**src/rtl/tone_sequencer.sv**
```systemverilog
// tone_sequencer: walks a song ROM and plays each {pitch,dur} entry as a square wave on speaker.
// Optional macro TONE_SEQ_LOOP_EN: at song end with loop high, replay from address 0 instead of DONE.
module tone_sequencer #(
  parameter int CLK_FREQ    = 50000000,
  parameter int TEMPO_TICKS = 6250000,
  parameter int GAP_TICKS   = 500000,
  parameter int ADDR_W      = 6
) (
  input  logic              CLOCK_50,
  input  logic              reset_n,
  input  logic              start,
  input  logic              stop,
  input  logic              loop,
  output logic [ADDR_W-1:0] rom_addr,
  input  logic [8:0]        rom_data,
  output logic              speaker,
  output logic              busy,
  output logic [4:0]        note_idx,
  output logic              done
);
  localparam int HW = $clog2(CLK_FREQ / 524 + 1);
  localparam int DW = $clog2(15 * TEMPO_TICKS + 1);
  localparam int GW = $clog2(GAP_TICKS + 2);
  localparam int FREQ [32] = '{1, 262, 277, 294, 311, 330, 349, 370, 392, 415, 440, 466, 494,
                               523, 554, 587, 622, 659, 698, 740, 784, 831, 880, 932, 988,
                               1, 1, 1, 1, 1, 1, 1};
  typedef enum logic [2:0] {IDLE, FETCH, WAIT, PLAY, GAP, DONE} state_t;
  state_t            state_q, state_d;
  logic [ADDR_W-1:0] addr_q, addr_d;
  logic [DW-1:0]     dur_q, dur_d;
  logic [HW-1:0]     hcnt_q, hcnt_d;
  logic [GW-1:0]     gap_q, gap_d;
  logic              spk_q, spk_d;
  logic [4:0]        note_q, note_d;
  logic [HW-1:0]     hp_rom [32];
  logic [4:0]        pitch;
  logic [3:0]        dur;
  logic              abort, play_end, gap_end, advance, song_end, relaunch;
  for (genvar i = 0; i < 32; i++) begin : g_hp
    assign hp_rom[i] = (i >= 1 && i <= 24) ? HW'(CLK_FREQ / (2 * FREQ[i])) : '0;
  end
  assign pitch    = rom_data[8:4];
  assign dur      = rom_data[3:0];
  assign abort    = stop && state_q != IDLE;
  assign play_end = state_q == PLAY && dur_q <= DW'(1);
  assign gap_end  = state_q == GAP && gap_q <= GW'(1);
  assign advance  = (play_end && GAP_TICKS == 0) || gap_end;
  assign song_end = (state_q == WAIT && dur == 4'd0) || (advance && addr_q == '1);
`ifdef TONE_SEQ_LOOP_EN
  assign relaunch = loop;
`else
  assign relaunch = 1'b0 & loop;
`endif
  always_ff @(posedge CLOCK_50 or negedge reset_n) begin
    if (!reset_n) state_q <= IDLE;
    else state_q <= state_d;
  end
  always_comb begin
    case (state_q)
      IDLE:    state_d = (start && !stop) ? FETCH : IDLE;
      FETCH:   state_d = WAIT;
      WAIT:    state_d = PLAY;
      PLAY:    state_d = play_end ? GAP : PLAY;
      DONE:    state_d = IDLE;
      default: state_d = state_q;
    endcase
    if (advance) state_d = FETCH;
    if (song_end) state_d = relaunch ? FETCH : DONE;
    if (abort) state_d = IDLE;
  end
  always_comb begin
    busy = state_q != IDLE && state_q != DONE;
    done = state_q == DONE;
  end
  // Datapath: note load on WAIT, tone/duration counting in PLAY, address stepping on advance
  always_comb begin
    addr_d = addr_q;
    dur_d  = dur_q;
    hcnt_d = hcnt_q;
    gap_d  = gap_q;
    spk_d  = spk_q;
    note_d = note_q;
    if (state_q == WAIT && dur != 4'd0) begin
      note_d = (pitch <= 5'd24) ? pitch : 5'd0;
      dur_d  = DW'(dur * TEMPO_TICKS);
      hcnt_d = '0;
      spk_d  = 1'b0;
    end
    if (state_q == PLAY) begin
      dur_d  = dur_q - DW'(1);
      hcnt_d = hcnt_q + HW'(1);
      if (note_q != 5'd0 && hcnt_q == hp_rom[note_q] - HW'(1)) begin
        hcnt_d = '0;
        spk_d  = ~spk_q;
      end
    end
    if (play_end) begin
      spk_d  = 1'b0;
      note_d = 5'd0;
      gap_d  = GW'(GAP_TICKS);
    end
    if (state_q == GAP) gap_d = gap_q - GW'(1);
    if (advance) addr_d = addr_q + ADDR_W'(1);
    if (song_end || abort) addr_d = '0;
    if (abort) begin
      spk_d  = 1'b0;
      note_d = 5'd0;
    end
  end
  always_ff @(posedge CLOCK_50 or negedge reset_n) begin
    if (!reset_n) begin
      addr_q <= '0;
      dur_q  <= '0;
      hcnt_q <= '0;
      gap_q  <= '0;
      spk_q  <= 1'b0;
      note_q <= 5'd0;
    end else begin
      addr_q <= addr_d;
      dur_q  <= dur_d;
      hcnt_q <= hcnt_d;
      gap_q  <= gap_d;
      spk_q  <= spk_d;
      note_q <= note_d;
    end
  end
  assign rom_addr = addr_q;
  assign speaker  = spk_q;
  assign note_idx = note_q;
endmodule

```
**config.mk**
```make
export PLATFORM = sky130hd
export DESIGN_NAME = tone_sequencer
export DESIGN_NICKNAME = d
export VERILOG_FILES = /design/src/rtl/tone_sequencer.sv
export SDC_FILE = /design/constraint.sdc
export NUM_CORES = 1
export LEC_CHECK = 0
export ABC_AREA = 1
export BUFFER_PORTS_ARGS = -buffer_cell sky130_fd_sc_hd__clkbuf_2
export CORE_MARGIN = 2
export CORE_UTILIZATION = 51
export DETAILED_ROUTE_END_ITERATION = 10
export PLACE_DENSITY = 0.73
export SETUP_SLACK_MARGIN = 0.2
export SLEW_MARGIN = 0
export SYNTH_ARGS = -nofsm -noshare
export SYNTH_HDL_FRONTEND = slang
export SYNTH_SLANG_ARGS = --single-unit
```
**constraint.sdc**
```tcl
create_clock -name CLOCK_50 -period 3.7 [get_ports CLOCK_50]
set_input_delay 0.185 -clock CLOCK_50 [delete_from_list [all_inputs] [get_ports CLOCK_50]]
set_output_delay 0.185 -clock CLOCK_50 [all_outputs]
set_load 0.005 [all_outputs]
```
### Yosys cells after proc, flatten, opt, wreduce, memory -nomap -nowiden

Memories as Yosys holds them, arrays and structs flattened.
Cells that the tools add are included.

* $add $sub $neg: 5
* multipliers: 1
* order comparisons: 4
* equal/unequal tests: 8
* multiplexer cells: 26
* bitwise gates (word level): 2
* reduce and logical (&&, ||, !) cells: 22

Operators by type and width (number)
* $mux W17: 5
* $mux W27: 2
* $mux W19: 2
* $le A27 B1 Y1 const B: 1
* $sub A27 B1 Y27 const B: 1
* $mul A4 B19 Y23 const B: 1
* $mux W5: 4
* $le A19 B1 Y1 const B: 1
* $sub A19 B1 Y19 const B: 1
* $add A17 B1 Y17 const B: 1
* $eq A17 B17 Y1: 1
* $sub A17 B1 Y17 const B: 1
* $pmux W3 S5: 1
* $mux W3: 4
* $mux W6: 2
* $logic_and A1 B1 Y1: 9
* $reduce_bool A8 Y1: 1
* $add A6 B1 Y6 const B: 1
* $eq A3 B2 Y1 const B: 2
* $eq A3 B3 Y1 const B: 2
* $eq A6 B6 Y1 const B: 1
* $ge A6 B6 Y1 const B: 1
* $mux W1: 6
* $not A5 Y6: 1
* 12 further kinds: 16

* register bits: 78
* ROM bits: 544
* word-level logic and storage cells: 76
* memories kept: 1

Memories
* (name not given): depth 32, bits a word 17, read ports 1, clocked after memory_dff 0, write ports 0, line 92 `if (note_q != 5'd0 && hcnt_q == hp_rom[note_q] - HW'(1)) begin`

### Depth between registers and ports, before layout

Gate-level depths: netlist of run 1.

* depth after elaboration: 11
* mapped depth: 22

### Worst setup path after synthesis of run 1

No wires, ideal clock.

* path kind: input -> register
* from: input port rom_data[1]
* to: register dur_q[23]
* data arrival time: 2.957 ns
* data required time: 3.622 ns
* path slack: 0.665 ns
* stages on the path: 15
* buffers on the path: 0
* cell sequence: fa_1 inv_1 fa_1 inv_1 fa_1 nand3_1 nand2_1 inv_1 nor2_1 nor2_1 o21ai_0 a21boi_0 o21ai_0 xor2_1 a21oi_1

* longest elaborated chain between the ends: 3
* elaborated cells between the ends (all ways): 6
* classes of those cells: 1 x mul; 2 x mux; 3 x reduce/logical

Ends and longest elaborated chain
* start, declared: line 15 `input logic [8:0] rom_data,`
* $mul A4 B19 Y23 or $reduce_bool A4 Y1 (tied branches): line 85, 83
* $mux W27 or $logic_and A1 B1 Y1 (tied branches): line 83 `if (state_q == WAIT && dur != 4'd0) begin`
* $mux W27 or $reduce_bool A2 Y1 (tied branches)
* end signal, assigned: line 120 `dur_q <= dur_d;`
* end, declared: line 30 `logic [DW-1:0] dur_q, dur_d;`

Parallel ways exist; a longest one is shown, timed or not. The select of a mux whose other input is x is not followed.
A chain may end at the register's enable or synchronous reset.

### Worst setup path in the final report of run 1

* from: register note_q[0] (netlist: note_idx[0])
* to: register hcnt_q[3]

* longest elaborated chain between the ends: 9
* elaborated cells between the ends (all ways): 10
* classes of those cells: 1 x add/sub; 1 x eq/ne; 4 x mux; 1 x bitwise; 2 x reduce/logical; 1 x memory

Ends and longest elaborated chain
* start, declared: line 34 `logic [4:0] note_q, note_d;`
* start signal, assigned: line 124 `note_q <= note_d;`
* $not A5 Y6 (not written as such): line 92
* $mem_v2 Z32 W17
* $mux W17 (not written as such) (2 in series): line 92
* $sub A17 B1 Y17: line 92
* $eq A17 B17 Y1: line 92
* $logic_and A1 B1 Y1 (*): line 92
* $mux W17 (*): line 92
* $mux W17 (*): line 89 `if (state_q == PLAY) begin`
* end signal, assigned: line 121 `hcnt_q <= hcnt_d;`
* end, declared: line 31 `logic [HW-1:0] hcnt_q, hcnt_d;`

Mark *: on every way between the ends. The rest lies on a longest branch, timed or not. The select of a mux whose other input is x is not followed.

==> report_table.html, run 1 <==
<table>
<tr><th>Metric</th><th>Value</th></tr>
<tr><th colspan="2">Floorplan</th></tr>
<tr><td>Die area</td><td>around 15000 um2</td></tr>
<tr><td>Die W</td><td>121 um</td></tr>
<tr><td>Initial Utilization</td><td>between 50% and 60%</td></tr>
<tr><td>Site Rows</td><td>42</td></tr>
<tr><td>IO Pins</td><td>28</td></tr>
<tr><td>Chip Height</td><td>approximately 120 um</td></tr>
<tr><td>Area inside the core boundary</td><td>13300 um2</td></tr>
<tr><th colspan="2">Pwr</th></tr>
<tr><td>Design internal power</td><td>3.47 mW</td></tr>
<tr><td>Net switching power</td><td>roughly 4.2 mW</td></tr>
<tr><td>Clock Power Share</td><td>about an eighth</td></tr>
<tr><td>Proportion of power drawn by combinational gates</td><td>around 69%</td></tr>
<tr><td>Register share of total power</td><td>18.1%</td></tr>
<tr><td>Max IR drop VDD</td><td>0.365 mV</td></tr>
<tr><td>Leak Pwr</td><td>just under 4 nW</td></tr>
<tr><td>Sw Share</td><td>54.6%</td></tr>
<tr><td>Total power density per cell area</td><td>999 nW/um2</td></tr>
<tr><th colspan="2">GRT</th></tr>
<tr><td>Overall Global Routing Usage</td><td>25.5%</td></tr>
<tr><td>Wire length of the first global-routing pass</td><td>30400 um</td></tr>
<tr><td>Antenna violations before repair</td><td>0</td></tr>
<tr><td>Total congestion overflow</td><td>0</td></tr>
<tr><td>Via count of the first global-routing pass</td><td>6445</td></tr>
<tr><td>Pin count of the biggest net entering global routing</td><td>79</td></tr>
<tr><th colspan="2">Run status</th></tr>
<tr><td>Outcome</td><td>completed</td></tr>
<tr><th colspan="2">Place</th></tr>
<tr><td>Gpl congestion</td><td>0.905</td></tr>
<tr><td>Port bufs</td><td>26</td></tr>
<tr><td>Worst-case setup slack after placement</td><td>0.281 ns</td></tr>
<tr><td>Detailed Place HPWL</td><td>between 10000 and 15000 um</td></tr>
<tr><th colspan="2">Clock tree</th></tr>
<tr><td>H-tree depth reported by CTS</td><td>3</td></tr>
<tr><td>Post-CTS repair timing setup buffer count</td><td>0</td></tr>
<tr><td>Cell at the root of the clock tree</td><td>clkbuf_16</td></tr>
<tr><td>Total clock sinks</td><td>78</td></tr>
<tr><td>Number of buffers inserted during clock tree synthesis</td><td>9</td></tr>
<tr><td>Clock-pin slew on the worst setup and hold paths</td><td>~0.06 ns</td></tr>
<tr><td>Maximum count of clock buffers along a single path</td><td>2</td></tr>
<tr><td>TritonCTS clock tree</td><td>done</td></tr>
<tr><td>Clk Latency, worst-skew pair</td><td>between 0.3 and 0.4 ns</td></tr>
<tr><th colspan="2">Final layout</th></tr>
<tr><td>Fraction of layout instances using a drive strength above 1</td><td>8.81%</td></tr>
<tr><td>Number of inserted diodes</td><td>0</td></tr>
<tr><td>Total Nets Final</td><td>1154</td></tr>
<tr><td>Relative area change from synthesis to final layout</td><td>9.06%</td></tr>
<tr><th colspan="2">Synthesis</th></tr>
<tr><td>Biggest area consumer among synthesized cells</td><td>dfrtp_1</td></tr>
<tr><td>Mean Syn Cell Area</td><td>6.56 um2</td></tr>
<tr><td>Number of warning messages in the yosys log</td><td>0</td></tr>
<tr><td>Async SR Flop Fraction</td><td>100%</td></tr>
<tr><td>Net Count, Synth</td><td>approximately 1100</td></tr>
<tr><td>Top_reg_cell synth</td><td>dfrtp_1</td></tr>
<tr><td>Total standard cell area after synthesis</td><td>approximately 7000 um2</td></tr>
<tr><td>Number of flops mapped to enable cells by yosys</td><td>0</td></tr>
<tr><td>Seq cells post-synth</td><td>78</td></tr>
<tr><td>Number of distinct standard cells referenced by the synthesized netlist</td><td>49</td></tr>
<tr><td>Post-Syn Instances</td><td>1070</td></tr>
<tr><td>Synth top area cells</td><td>dfrtp_1 28%, nand2_1 16%, nand3_1 7.8%</td></tr>
<tr><td>Yosys top cell area share</td><td>27.8%</td></tr>
<tr><td>Share of synthesized area occupied by flip-flops and latches</td><td>between 20% and 30%</td></tr>
<tr><th colspan="2">Route</th></tr>
<tr><td>Post-DRT Antenna Nets</td><td>0</td></tr>
<tr><td>Vias</td><td>~6900</td></tr>
<tr><td>Aggregate routed wire length</td><td>17600 um</td></tr>
<tr><td>Number of violations reported at the end of detailed-routing iteration 0</td><td>630</td></tr>
<tr><td>Routed WL per cell</td><td>13.8 um</td></tr>
<tr><td>Number of iterations in the first detailed-routing pass</td><td>6</td></tr>
<tr><td>Mean number of vias per cell</td><td>5.39</td></tr>
<tr><td>DRC violation count after routing</td><td>0</td></tr>
<tr><th colspan="2">STA</th></tr>
<tr><td>Count of pins over their slew limit</td><td>0</td></tr>
<tr><td>Max-slew headroom</td><td>between 20% and 30%</td></tr>
<tr><td>RSZ-0062 raised after global routing</td><td>false</td></tr>
<tr><td>Min setup slack post-route</td><td>a little under 0.5 ns</td></tr>
<tr><td>Skew final</td><td>0.00829 ns</td></tr>
<tr><td>Final setup violation count</td><td>0</td></tr>
<tr><td>Min Tclk post-route</td><td>about 3.2 ns</td></tr>
<tr><td>Final Hold Violating Endpoints</td><td>0</td></tr>
<tr><td>FMAX</td><td>around 0.31 GHz</td></tr>
<tr><td>Slew at the pin closest to its max-slew limit</td><td>1.12 ns</td></tr>
<tr><td>Setup TNS after final layout</td><td>0 ns</td></tr>
<tr><td>Final Cycle Share</td><td>86.6%</td></tr>
<tr><th colspan="2">Worst setup path</th></tr>
<tr><td>Worst reg2reg startpoint</td><td>note_idx[0]</td></tr>
<tr><td>Element type at the critical path end</td><td>register</td></tr>
<tr><td>Worst Path Required</td><td>3.87 ns</td></tr>
<tr><td>Arrival time at the worst endpoint</td><td>3.37 ns</td></tr>
<tr><td>Crit path launch</td><td>note_idx[0]</td></tr>
<tr><td>Startpoint type of the worst setup path</td><td>register</td></tr>
<tr><td>Largest fanout on the critical path</td><td>15</td></tr>
<tr><td>Crit Path Class</td><td>reg -&gt; reg</td></tr>
<tr><th colspan="2">Run</th></tr>
<tr><td>Max Cap Violations</td><td>0</td></tr>
<tr><th colspan="2">Min path</th></tr>
<tr><td>Class of the tightest hold or removal check</td><td>in -&gt; async</td></tr>
</table>
==> layout by cell type, fill, tap and decap left out, types with 7 or more instances in the layout <==
| master | n |
|---|---|
| clkbuf_16 | 9 |
| o21ai_0 | 43 |
| dfrtp_1 | 78 |
| nand2_1 | 292 |
| inv_2 | 13 |
| ha_1 | 35 |
| clkbuf_2 | 25 |
| fa_1 | 8 |
| nand3_1 | 109 |
| buf_4 | 10 |
| nor3_1 | 16 |
| o211ai_1 | 7 |
| nor2_2 | 10 |
| nor2_1 | 126 |
| xnor2_1 | 7 |
| or2_2 | 10 |
| o22ai_1 | 17 |
| inv_1 | 121 |
| nor4_1 | 8 |
| xor2_1 | 31 |
| a21oi_1 | 47 |
| nand4_1 | 15 |
==> registers in the layout, summed over array words and instances, names as in the netlist <==
name / flops
speaker: 1
state_q: 3
gap_q: 19
rom_addr: 6
note_idx: 5
dur_q: 27
hcnt_q: 17
==> kinds of logic (layout without fill, tap and decap cells) <==
| group | Yosys count | after routing | synth area share (%) |
|---|---|---|---|
| adder cells (fa/ha/maj) | 44 | 44 | 8.70 |
| flip-flops | 78 | 78 | 27.8 |
| multiplexers | 1 | 1 | 0.143 |
| AO/OA/AOI/OAI | 143 | 143 | 11.9 |
| AND/OR/NAND/NOR | 607 | 607 | 37.7 |
| XOR/XNOR | 38 | 38 | 4.74 |
| buffers and inverters | 159 | 190 | 9.02 |
==> cell type report <==
class,count,area [um2]
inverter,139,522
multi-input combinational,833,4440
sequential,78,1950
fill,1294,5690
timing repair buffer,35,200
clock inverter,5,83.8
clock buffer,11,233
tap,176,220
==> metal layers <==
metal / share of wire, % / routed length, um / track usage [%]
met5: 0 / 0 / 0
met4: 2.4 / 417 / 8.05
met1: 48 / 8480 / 35.7
met2: 45 / 7900 / 40.8
met3: 4.7 / 834 / 3.71
==> synth_stat cells (all sizes together) (5+ instances only) <==
cell type    n
ha          36
xnor2        7
o22ai       17
dfrtp       78
nand2      296
o211ai       7
nand3b       5
nand3      114
o21ai       44
fa           8
or2         11
inv        134
clkbuf      12
nand4       16
buf          8
a21oi       47
xor2        31
nor2       140
nor3        16
clkinv       5
nor4         8
==> timing repair <==
item	CTS	global route
gates resized for setup	0	3
hold buffers	0	0
setup endpoints to repair	0	16
==> final timing paths <==
| path | depth (start not counted) | endpoint | slack [ns] |
|---|---|---|---|
| min in group CLOCK_50 | 3 | note_idx[2] | 0.09 |
| hold reg to reg | 1 | gap_q[10] | 0.48 |
| setup reg to reg | 19 | hcnt_q[3] | 0.50 |
| hold / removal | 1 | rom_addr[1] | 0.02 |
| setup / recovery | 19 | hcnt_q[3] | 0.50 |
| max in group asynchronous | 1 | dur_q[10] | 3.03 |
==> power groups by stage <==
stage	logic (mW)	registers (mW)	clock network [mW]
CTS	5.23	1.38	0.971
floorplan	4.14	1.36	0
global route	6.09	1.43	1.01
global placement	5.12	1.38	0
detailed placement	5.20	1.39	0
finish	5.30	1.39	0.958
==> metrics by stage <==
stage | total power, mW | utilization (%) | hold WS (ns) | instances | instance area, um2
2_1_floorplan | 5.50 | - | -0.111 | 1070 | 7020
3_3_place_gp | 6.50 | 54.9 | 0.433 | 1261 | 7330
3_5_place_dp | 6.58 | 54.9 | 0.424 | 1261 | 7330
4_1_cts | 7.58 | 57.3 | 0.0678 | 1277 | 7650
5_1_grt | 8.52 | 57.3 | 0.0942 | 1277 | 7650
6_report | 7.65 | 57.3 | 0.0181 | 1277 | 7650
==> worst max-delay path, cell delays in order, from the launching register on <==
cell	delay, ns
dfrtp_1	0.38
buf_4	0.19
ha_1	0.24
inv_1	0.06
nand2_1	0.15
nand2_1	0.13
nand3_1	0.12
nand2_2	0.14
ha_1	0.20
nand3_2	0.11
nor2_4	0.29
nand3_2	0.16
inv_1	0.10
nand2_1	0.05
nand2_1	0.09
inv_2	0.03
nor2_1	0.13
nand3_1	0.16
nand2_4	0.20
o22ai_1	0.10
(Power assumes the default switching activity.)
==> run 2: changes to the inputs <==
--- a/config.mk
+++ b/config.mk
@@ -5,8 +5,8 @@
 export SDC_FILE = /design/constraint.sdc
 export NUM_CORES = 1
 export LEC_CHECK = 0
-export ABC_AREA = 1
 export BUFFER_PORTS_ARGS = -buffer_cell sky130_fd_sc_hd__clkbuf_2
+export CAP_MARGIN = 40
 export CORE_MARGIN = 2
 export CORE_UTILIZATION = 51
 export DETAILED_ROUTE_END_ITERATION = 10
==> report_table.html, run 2 <==
<table>
<tr><th>Metric</th><th>Value</th></tr>
<tr><th colspan="2">Route</th></tr>
<tr><td>Routed length on met1</td><td>~7300 um</td></tr>
<tr><td>Number of iterations in the first detailed-routing pass</td><td>6</td></tr>
<tr><td>Number of violations reported at the end of detailed-routing iteration 0</td><td>535</td></tr>
<tr><td>Wire length on met2</td><td>8240 um</td></tr>
<tr><td>Routed WL per cell</td><td>between 15 and 20 um</td></tr>
<tr><td>Met3 Wirelength</td><td>a little under 700 um</td></tr>
<tr><td>Vias</td><td>5931</td></tr>
<tr><td>DRC violation count after routing</td><td>0</td></tr>
<tr><td>Mean number of vias per cell</td><td>5.94</td></tr>
<tr><td>Top routing layer in use</td><td>met4</td></tr>
<tr><td>Aggregate routed wire length</td><td>16600 um</td></tr>
<tr><td>Post-DRT Antenna Nets</td><td>0</td></tr>
<tr><th colspan="2">Final layout</th></tr>
<tr><td>Commonest cells after routing, fill and taps aside</td><td>73 x dfrtp_1, 66 x nand2_1, 60 x buf_4</td></tr>
<tr><td>Fraction of layout instances using a drive strength above 1</td><td>21.8%</td></tr>
<tr><td>Registers with the highest flip-flop counts</td><td>dur_q (27), gap_q (19), hcnt_q (17)</td></tr>
<tr><td>Relative area change from synthesis to final layout</td><td>19.3%</td></tr>
<tr><td>Most common library cell in the layout ignoring fill and taps</td><td>dfrtp_1</td></tr>
<tr><td>Total Nets Final</td><td>880</td></tr>
<tr><td>Number of flip-flops in the largest register</td><td>27</td></tr>
<tr><td>Number of inserted diodes</td><td>0</td></tr>
<tr><td>Util after Layout</td><td>61.5%</td></tr>
<tr><td>Register with the highest flop count</td><td>dur_q</td></tr>
<tr><th colspan="2">Floorplan</th></tr>
<tr><td>Area inside the core boundary</td><td>12500 um2</td></tr>
<tr><td>IO Pins</td><td>28</td></tr>
<tr><td>Site Rows</td><td>41</td></tr>
<tr><td>Chip Height</td><td>116 um</td></tr>
<tr><td>Initial Utilization</td><td>51.6%</td></tr>
<tr><td>Die area</td><td>13500 um2</td></tr>
<tr><td>Die W</td><td>116 um</td></tr>
<tr><th colspan="2">STA</th></tr>
<tr><td>Slew at the pin closest to its max-slew limit</td><td>0.594 ns</td></tr>
<tr><td>Worst-case hold slack</td><td>0.114 ns</td></tr>
<tr><td>Min Tclk post-route</td><td>3.55 ns</td></tr>
<tr><td>Skew final</td><td>0.00764 ns</td></tr>
<tr><td>Final setup violation count</td><td>0</td></tr>
<tr><td>FMAX</td><td>0.282 GHz</td></tr>
<tr><td>Final Hold Violating Endpoints</td><td>0</td></tr>
<tr><td>Max-slew headroom</td><td>60.1%</td></tr>
<tr><td>Count of pins over their slew limit</td><td>0</td></tr>
<tr><td>Final Cycle Share</td><td>96.0%</td></tr>
<tr><td>RSZ-0062 raised after global routing</td><td>true</td></tr>
<tr><th colspan="2">Worst setup path</th></tr>
<tr><td>Arrival time at the worst endpoint</td><td>roughly 3.8 ns</td></tr>
<tr><td>Startpoint type of the worst setup path</td><td>register</td></tr>
<tr><td>R2R Path End</td><td>speaker</td></tr>
<tr><td>Worst reg2reg startpoint</td><td>note_idx[1]</td></tr>
<tr><td>Crit Path Class</td><td>reg -&gt; reg</td></tr>
<tr><td>Register-to-register setup slack</td><td>0.15 ns</td></tr>
<tr><td>Largest fanout on the critical path</td><td>7</td></tr>
<tr><td>Number of cells on the worst reg-to-reg path</td><td>16</td></tr>
<tr><td>Worst Path Required</td><td>about 3.9 ns</td></tr>
<tr><td>Element type at the critical path end</td><td>register</td></tr>
<tr><th colspan="2">Synthesis</th></tr>
<tr><td>Mean Syn Cell Area</td><td>~8.5 um2</td></tr>
<tr><td>Post-Syn Instances</td><td>753</td></tr>
<tr><td>Dominant cell by count in the synthesized netlist</td><td>dfrtp_1</td></tr>
<tr><td>Number of flops mapped to enable cells by yosys</td><td>0</td></tr>
<tr><td>Share of synthesized area occupied by flip-flops and latches</td><td>30.4%</td></tr>
<tr><td>Number of distinct standard cells referenced by the synthesized netlist</td><td>80</td></tr>
<tr><td>Synth top area cells</td><td>dfrtp_1 30%, ha_1 7.0%, a21oi_1 4.0%</td></tr>
<tr><td>Seq cells post-synth</td><td>78</td></tr>
<tr><td>Top cells by instance count after synthesis</td><td>78 x dfrtp_1, 66 x nand2_1, 54 x nor2_1, 51 x a21oi_1, 41 x o21ai_0</td></tr>
<tr><td>Async SR Flop Fraction</td><td>100%</td></tr>
<tr><td>Biggest area consumer among synthesized cells</td><td>dfrtp_1</td></tr>
<tr><td>Yosys top cell area share</td><td>just over 30%</td></tr>
<tr><td>Top_reg_cell synth</td><td>dfrtp_1</td></tr>
<tr><td>Number of warning messages in the yosys log</td><td>0</td></tr>
<tr><td>Net Count, Synth</td><td>811</td></tr>
<tr><td>Total standard cell area after synthesis</td><td>6430 um2</td></tr>
<tr><th colspan="2">GRT</th></tr>
<tr><td>Total congestion overflow</td><td>0</td></tr>
<tr><td>Overall Global Routing Usage</td><td>25.2%</td></tr>
<tr><td>Pin count of the biggest net entering global routing</td><td>43</td></tr>
<tr><td>Antenna violations before repair</td><td>0</td></tr>
<tr><td>Wire length of the first global-routing pass</td><td>27200 um</td></tr>
<tr><td>Via count of the first global-routing pass</td><td>5619</td></tr>
<tr><th colspan="2">Pwr</th></tr>
<tr><td>Register share of total power</td><td>20.8%</td></tr>
<tr><td>Proportion of power drawn by combinational gates</td><td>approximately two thirds</td></tr>
<tr><td>Clock Power Share</td><td>12.6%</td></tr>
<tr><td>Total power density per cell area</td><td>924 nW/um2</td></tr>
<tr><td>Design internal power</td><td>around 3.7 mW</td></tr>
<tr><td>Sw Share</td><td>between 40% and 50%</td></tr>
<tr><td>Max IR drop VDD</td><td>0.381 mV</td></tr>
<tr><td>Net switching power</td><td>3.34 mW</td></tr>
<tr><td>Leak Pwr</td><td>roughly 3.2 nW</td></tr>
<tr><th colspan="2">Min path</th></tr>
<tr><td>Hold-critical path depth</td><td>3</td></tr>
<tr><td>Class of the tightest hold or removal check</td><td>in -&gt; reg</td></tr>
<tr><td>Endpoint, Worst Hold</td><td>note_idx[2]</td></tr>
<tr><td>Startpoint of the worst hold path</td><td>rom_data[6]</td></tr>
<tr><th colspan="2">Clock tree</th></tr>
<tr><td>Cell at the root of the clock tree</td><td>clkbuf_16</td></tr>
<tr><td>Clock-pin slew on the worst setup and hold paths</td><td>roughly 0.060 ns</td></tr>
<tr><td>Number of buffers inserted during clock tree synthesis</td><td>9</td></tr>
<tr><td>Clk Latency, worst-skew pair</td><td>0.34 ns</td></tr>
<tr><td>Total clock sinks</td><td>78</td></tr>
<tr><td>TritonCTS clock tree</td><td>done</td></tr>
<tr><td>Maximum count of clock buffers along a single path</td><td>2</td></tr>
<tr><td>H-tree depth reported by CTS</td><td>3</td></tr>
<tr><th colspan="2">Place</th></tr>
<tr><td>Gpl congestion</td><td>~0.9</td></tr>
<tr><td>Detailed Place HPWL</td><td>12000 um</td></tr>
<tr><td>Port bufs</td><td>26</td></tr>
<tr><th colspan="2">Run</th></tr>
<tr><td>Max Cap Violations</td><td>0</td></tr>
<tr><th colspan="2">Run status</th></tr>
<tr><td>Outcome</td><td>completed</td></tr>
</table>
## run 2: cell types whose count changed after synthesis, moves of 13 or more
| cell | before | now |
|---|---|---|
| nor2_1 | 127 | 54 |
| nand3_1 | 109 | 37 |
| xnor2_1 | 7 | 28 |
| inv_1 | 122 | 30 |
| nand2_1 | 292 | 66 |
| or3_1 | 0 | 13 |
| nand2b_1 | 0 | 15 |
## run 2: repair_timing
item / CTS / global route
endpoints found under the setup margin: 17 / 20
endpoints found under the hold margin: 36 / 0
pin swaps: 6 / 14
gates cloned: 0 / 2
buffers inserted: 5 / 10
hold buffers: 1 / 0
gates resized for setup: 7 / 31
## run 2: worst max path at each step
stage,depth (start not counted),slack [ns],endpoint,startpoint
after detailed placement,16,-0.05,dur_q[25],rom_data[1]
after global placement,16,0.03,dur_q[25],rom_data[1]
after CTS,16,0.20,hcnt_q[16],note_idx[0]
after floorplan,17,0.16,hcnt_q[9],note_idx[1]
after global routing,16,0.05,hcnt_q[2],note_idx[0]
final,16,0.15,speaker,note_idx[1]
## run 2: layout make-up
type	instances	area, um2
Tap cell	172	215
Timing Repair Buffer	92	683
Clock buffer	9	225
Clock inverter	7	72.6
Inverter	33	136
Fill cell	1045	4800
Sequential cell	78	1960
Multi-Input combinational cell	608	4380
## run 2: worst max-delay path, stage by stage (launching register included)
cell       delay, ns
dfrtp_2         0.48
inv_6           0.12
ha_4            0.21
buf_4           0.13
buf_4           0.09
nand2_1         0.07
mux4_2          0.56
nand3_2         0.15
buf_4           0.14
nor3_1          0.04
or3_1           0.39
a31oi_4         0.23
a2111oi_4       0.08
buf_6           0.16
buf_4           0.13
or4_1           0.39
o311ai_1        0.08
## run 2: power by group through the flow
stage,Combinational [mW],Sequential [mW],Clock [mW]
finish,4.72,1.47,0.896
global route,5.16,1.52,0.946
CTS,4.30,1.45,0.910
detailed placement,4.16,1.46,0
global placement,4.06,1.44,0
floorplan,3.12,1.36,0
## run 2: cells by family (layout without fill, tap and decap cells)
logic type	Yosys count	in the layout	synth area share, %
mux	5	5	1.17
simple gates	300	300	25.0
xor+xnor	55	55	7.50
buf+inv	68	141	4.91
compound gates	202	203	21.4
flops	78	78	30.4
fa+ha+maj	45	45	9.66
## run 2: per-layer routing
metal | vias up | GRT usage [%]
met5 | - | 0
met4 | 0 | 9.29
met3 | 32 | 4.15
met2 | 146 | 42.3
met1 | 2864 | 33.0
li1 | 2889 | -
## run 2: stage by stage
stage | setup WS, ns | std cells | power (mW) | setup TNS (ns) | area [um2]
floorplan | 0.158 | 753 | 4.47 | 0 | 6510
global placement | 0.0316 | 963 | 5.50 | 0 | 7020
detailed placement | -0.0476 | 965 | 5.62 | -0.0476 | 7050
CTS | 0.200 | 987 | 6.66 | 0 | 7420
global route | 0.0464 | 999 | 7.62 | 0 | 7670
finish | 0.149 | 999 | 7.08 | 0 | 7670
==> run 3: changes to the inputs <==
==> constraint.sdc (replaced) <==
create_clock -name CLOCK_50 -period 4 [get_ports CLOCK_50]
set_input_delay 0.2 -clock CLOCK_50 [delete_from_list [all_inputs] [get_ports CLOCK_50]]
set_output_delay 0.2 -clock CLOCK_50 [all_outputs]
set_load 0.005 [all_outputs]
==> report_table.html, run 3 (same netlist as run 2, synthesis figures left out) <==
<table>
<tr><th>Metric</th><th>Value</th></tr>
<tr><th colspan="2">GRT</th></tr>
<tr><td>Overall Global Routing Usage</td><td>25.2%</td></tr>
<tr><td>Pin count of the biggest net entering global routing</td><td>61</td></tr>
<tr><td>Total congestion overflow</td><td>0</td></tr>
<tr><td>Via count of the first global-routing pass</td><td>~5700</td></tr>
<tr><td>Wire length of the first global-routing pass</td><td>~27000 um</td></tr>
<tr><td>Antenna violations before repair</td><td>0</td></tr>
<tr><th colspan="2">Final layout</th></tr>
<tr><td>Relative area change from synthesis to final layout</td><td>13.7%</td></tr>
<tr><td>Area used by sequential logic in the layout</td><td>~2000 um2</td></tr>
<tr><td>Cell Count, Final, Fillers Out</td><td>970</td></tr>
<tr><td>Final standard cell area without fillers</td><td>7310 um2</td></tr>
<tr><td>Registers with the highest flip-flop counts</td><td>dur_q (27), gap_q (19), hcnt_q (17)</td></tr>
<tr><td>Number of inserted diodes</td><td>0</td></tr>
<tr><td>Util after Layout</td><td>about three fifths</td></tr>
<tr><td>Multi-input gate area</td><td>about 4200 um2</td></tr>
<tr><td>Fill cell total of the finished layout</td><td>1107</td></tr>
<tr><td>Fraction of layout instances using a drive strength above 1</td><td>15.5%</td></tr>
<tr><td>Most common library cell in the layout ignoring fill and taps</td><td>dfrtp_1</td></tr>
<tr><td>Register with the highest flop count</td><td>dur_q</td></tr>
<tr><td>Number of flip-flops in the largest register</td><td>27</td></tr>
<tr><td>Commonest cells after routing, fill and taps aside</td><td>77 x dfrtp_1, 66 x nand2_1, 54 x nor2_1</td></tr>
<tr><td>Total Nets Final</td><td>roughly 850</td></tr>
<tr><th colspan="2">Floorplan</th></tr>
<tr><td>Initial Utilization</td><td>51.6%</td></tr>
<tr><td>Die W</td><td>116 um</td></tr>
<tr><td>Site Rows</td><td>between 40 and 50</td></tr>
<tr><td>Chip Height</td><td>116 um</td></tr>
<tr><td>Die area</td><td>approximately 14000 um2</td></tr>
<tr><td>Area inside the core boundary</td><td>12500 um2</td></tr>
<tr><td>IO Pins</td><td>28</td></tr>
<tr><th colspan="2">Place</th></tr>
<tr><td>Placement Cell Area</td><td>6830 um2</td></tr>
<tr><td>Port bufs</td><td>26</td></tr>
<tr><td>Detailed Place HPWL</td><td>roughly 12000 um</td></tr>
<tr><td>Number of instances in the placed design</td><td>946</td></tr>
<tr><td>Worst-case setup slack after placement</td><td>0.0463 ns</td></tr>
<tr><td>Gpl congestion</td><td>0.947</td></tr>
<tr><th colspan="2">Route</th></tr>
<tr><td>Mean number of vias per cell</td><td>6.07</td></tr>
<tr><td>Aggregate routed wire length</td><td>16200 um</td></tr>
<tr><td>Post-DRT Antenna Nets</td><td>0</td></tr>
<tr><td>DRC violation count after routing</td><td>0</td></tr>
<tr><td>Routed WL per cell</td><td>16.7 um</td></tr>
<tr><td>Vias</td><td>5885</td></tr>
<tr><td>Number of iterations in the first detailed-routing pass</td><td>5</td></tr>
<tr><td>Number of violations reported at the end of detailed-routing iteration 0</td><td>547</td></tr>
<tr><th colspan="2">STA</th></tr>
<tr><td>Min setup slack post-route</td><td>0.334 ns</td></tr>
<tr><td>Final setup violation count</td><td>0</td></tr>
<tr><td>Slew at the pin closest to its max-slew limit</td><td>slightly above 1 ns</td></tr>
<tr><td>RSZ-0062 raised after global routing</td><td>false</td></tr>
<tr><td>Skew final</td><td>between 0.006 and 0.007 ns</td></tr>
<tr><td>Final Cycle Share</td><td>91.6%</td></tr>
<tr><td>Setup TNS after final layout</td><td>0 ns</td></tr>
<tr><td>Final Hold Violating Endpoints</td><td>0</td></tr>
<tr><td>Count of pins over their slew limit</td><td>0</td></tr>
<tr><td>Worst-case hold slack</td><td>0.127 ns</td></tr>
<tr><td>Max-slew headroom</td><td>a little under a third</td></tr>
<tr><td>FMAX</td><td>0.273 GHz</td></tr>
<tr><td>Min Tclk post-route</td><td>3.67 ns</td></tr>
<tr><th colspan="2">Worst setup path</th></tr>
<tr><td>Worst Path Required</td><td>4.23 ns</td></tr>
<tr><td>Crit Path Class</td><td>reg -&gt; reg</td></tr>
<tr><td>Largest fanout on the critical path</td><td>8</td></tr>
<tr><td>Startpoint type of the worst setup path</td><td>register</td></tr>
<tr><td>Crit path launch</td><td>note_idx[0]</td></tr>
<tr><td>Worst reg2reg startpoint</td><td>note_idx[0]</td></tr>
<tr><td>Element type at the critical path end</td><td>register</td></tr>
<tr><td>Arrival time at the worst endpoint</td><td>3.90 ns</td></tr>
<tr><th colspan="2">Run</th></tr>
<tr><td>Max Cap Violations</td><td>0</td></tr>
<tr><th colspan="2">Min path</th></tr>
<tr><td>Class of the tightest hold or removal check</td><td>in -&gt; reg</td></tr>
<tr><td>Startpoint of the worst hold path</td><td>rom_data[6]</td></tr>
<tr><th colspan="2">Clock tree</th></tr>
<tr><td>Number of buffers inserted during clock tree synthesis</td><td>9</td></tr>
<tr><td>Clock-pin slew on the worst setup and hold paths</td><td>0.06 ns</td></tr>
<tr><td>TritonCTS clock tree</td><td>done</td></tr>
<tr><td>Cell at the root of the clock tree</td><td>clkbuf_16</td></tr>
<tr><td>H-tree depth reported by CTS</td><td>3</td></tr>
<tr><td>Clk Latency, worst-skew pair</td><td>0.34 ns</td></tr>
<tr><td>Total clock sinks</td><td>78</td></tr>
<tr><td>Maximum count of clock buffers along a single path</td><td>2</td></tr>
<tr><th colspan="2">Pwr</th></tr>
<tr><td>Overall power after layout</td><td>slightly above 6 mW</td></tr>
<tr><td>Total power density per cell area</td><td>829 nW/um2</td></tr>
<tr><td>Max IR drop VDD</td><td>0.364 mV</td></tr>
<tr><td>Leak Pwr</td><td>~3.1 nW</td></tr>
<tr><th colspan="2">Run status</th></tr>
<tr><td>Outcome</td><td>completed</td></tr>
</table>
## run 3: cell types whose count changed in the layout (fill, tap and decap cells not counted), sizes merged
cell           delta
clkdlybuf4s18     -1
bufinv            +2
inv               -2
clkbuf            +1
clkinvlp          -2
buf              -27
## run 3: worst paths after layout
check / endpoint / slack [ns] / cells after the start
max: hcnt_q[10] / 0.33 / 15
min: note_idx[2] / 0.13 / 3
max reg2reg: hcnt_q[10] / 0.33 / 15
min reg2reg: gap_q[17] / 0.47 / 1
max in group asynchronous: dur_q[9] / 3.12 / 3
min in group asynchronous: dur_q[25] / 0.30 / 2
## run 3: report_power, final
group | internal (mW) | switching, mW | total (mW)
registers | 1.04 | 0.302 | 1.34
logic | 1.55 | 2.23 | 3.78
clock network | 0.612 | 0.325 | 0.937
## run 3: what timing repair did
| item | CTS | global route |
|---|---|---|
| endpoints found under the setup margin | 15 | 19 |
| gates resized for setup | 3 | 11 |
| setup buffers | 1 | 5 |
| pin swaps | 1 | 12 |
| hold buffers | 1 | 0 |
| hold endpoints to repair | 18 | 0 |
| cloned | 0 | 1 |
## run 3: cell type report
type / instances / share of cell area [%]
clock buffers: 11 / 3.19
clock inverters: 5 / 1.47
inverters: 33 / 1.70
multi-input cells: 608 / 58.0
flip-flops and latches: 78 / 26.7
well taps: 172 / 2.95
repair buffers: 63 / 5.98
## run 3: critical path: stages, from the launching register on
cell	delay, ns
dfrtp_1	0.40
buf_4	0.17
ha_4	0.18
nor3_4	0.19
a221oi_1	0.08
a22oi_2	0.23
ha_2	0.21
nor3b_4	0.25
nand3_1	0.20
nor4_2	0.30
mux2i_1	0.28
nand3_1	0.15
a2111oi_4	0.39
buf_4	0.21
a21oi_4	0.09
and2_4	0.22
## run 3: metal layers
metal / vias to the layer above / share of wire (%) / GRT usage [%]
met2: 162 / 49 / 41.7
met3: 31 / 4.0 / 3.32
li1: 2839 / - / -
met4: 0 / 2.4 / 9.84
met5: - / 0 / 0
met1: 2853 / 44 / 33.6
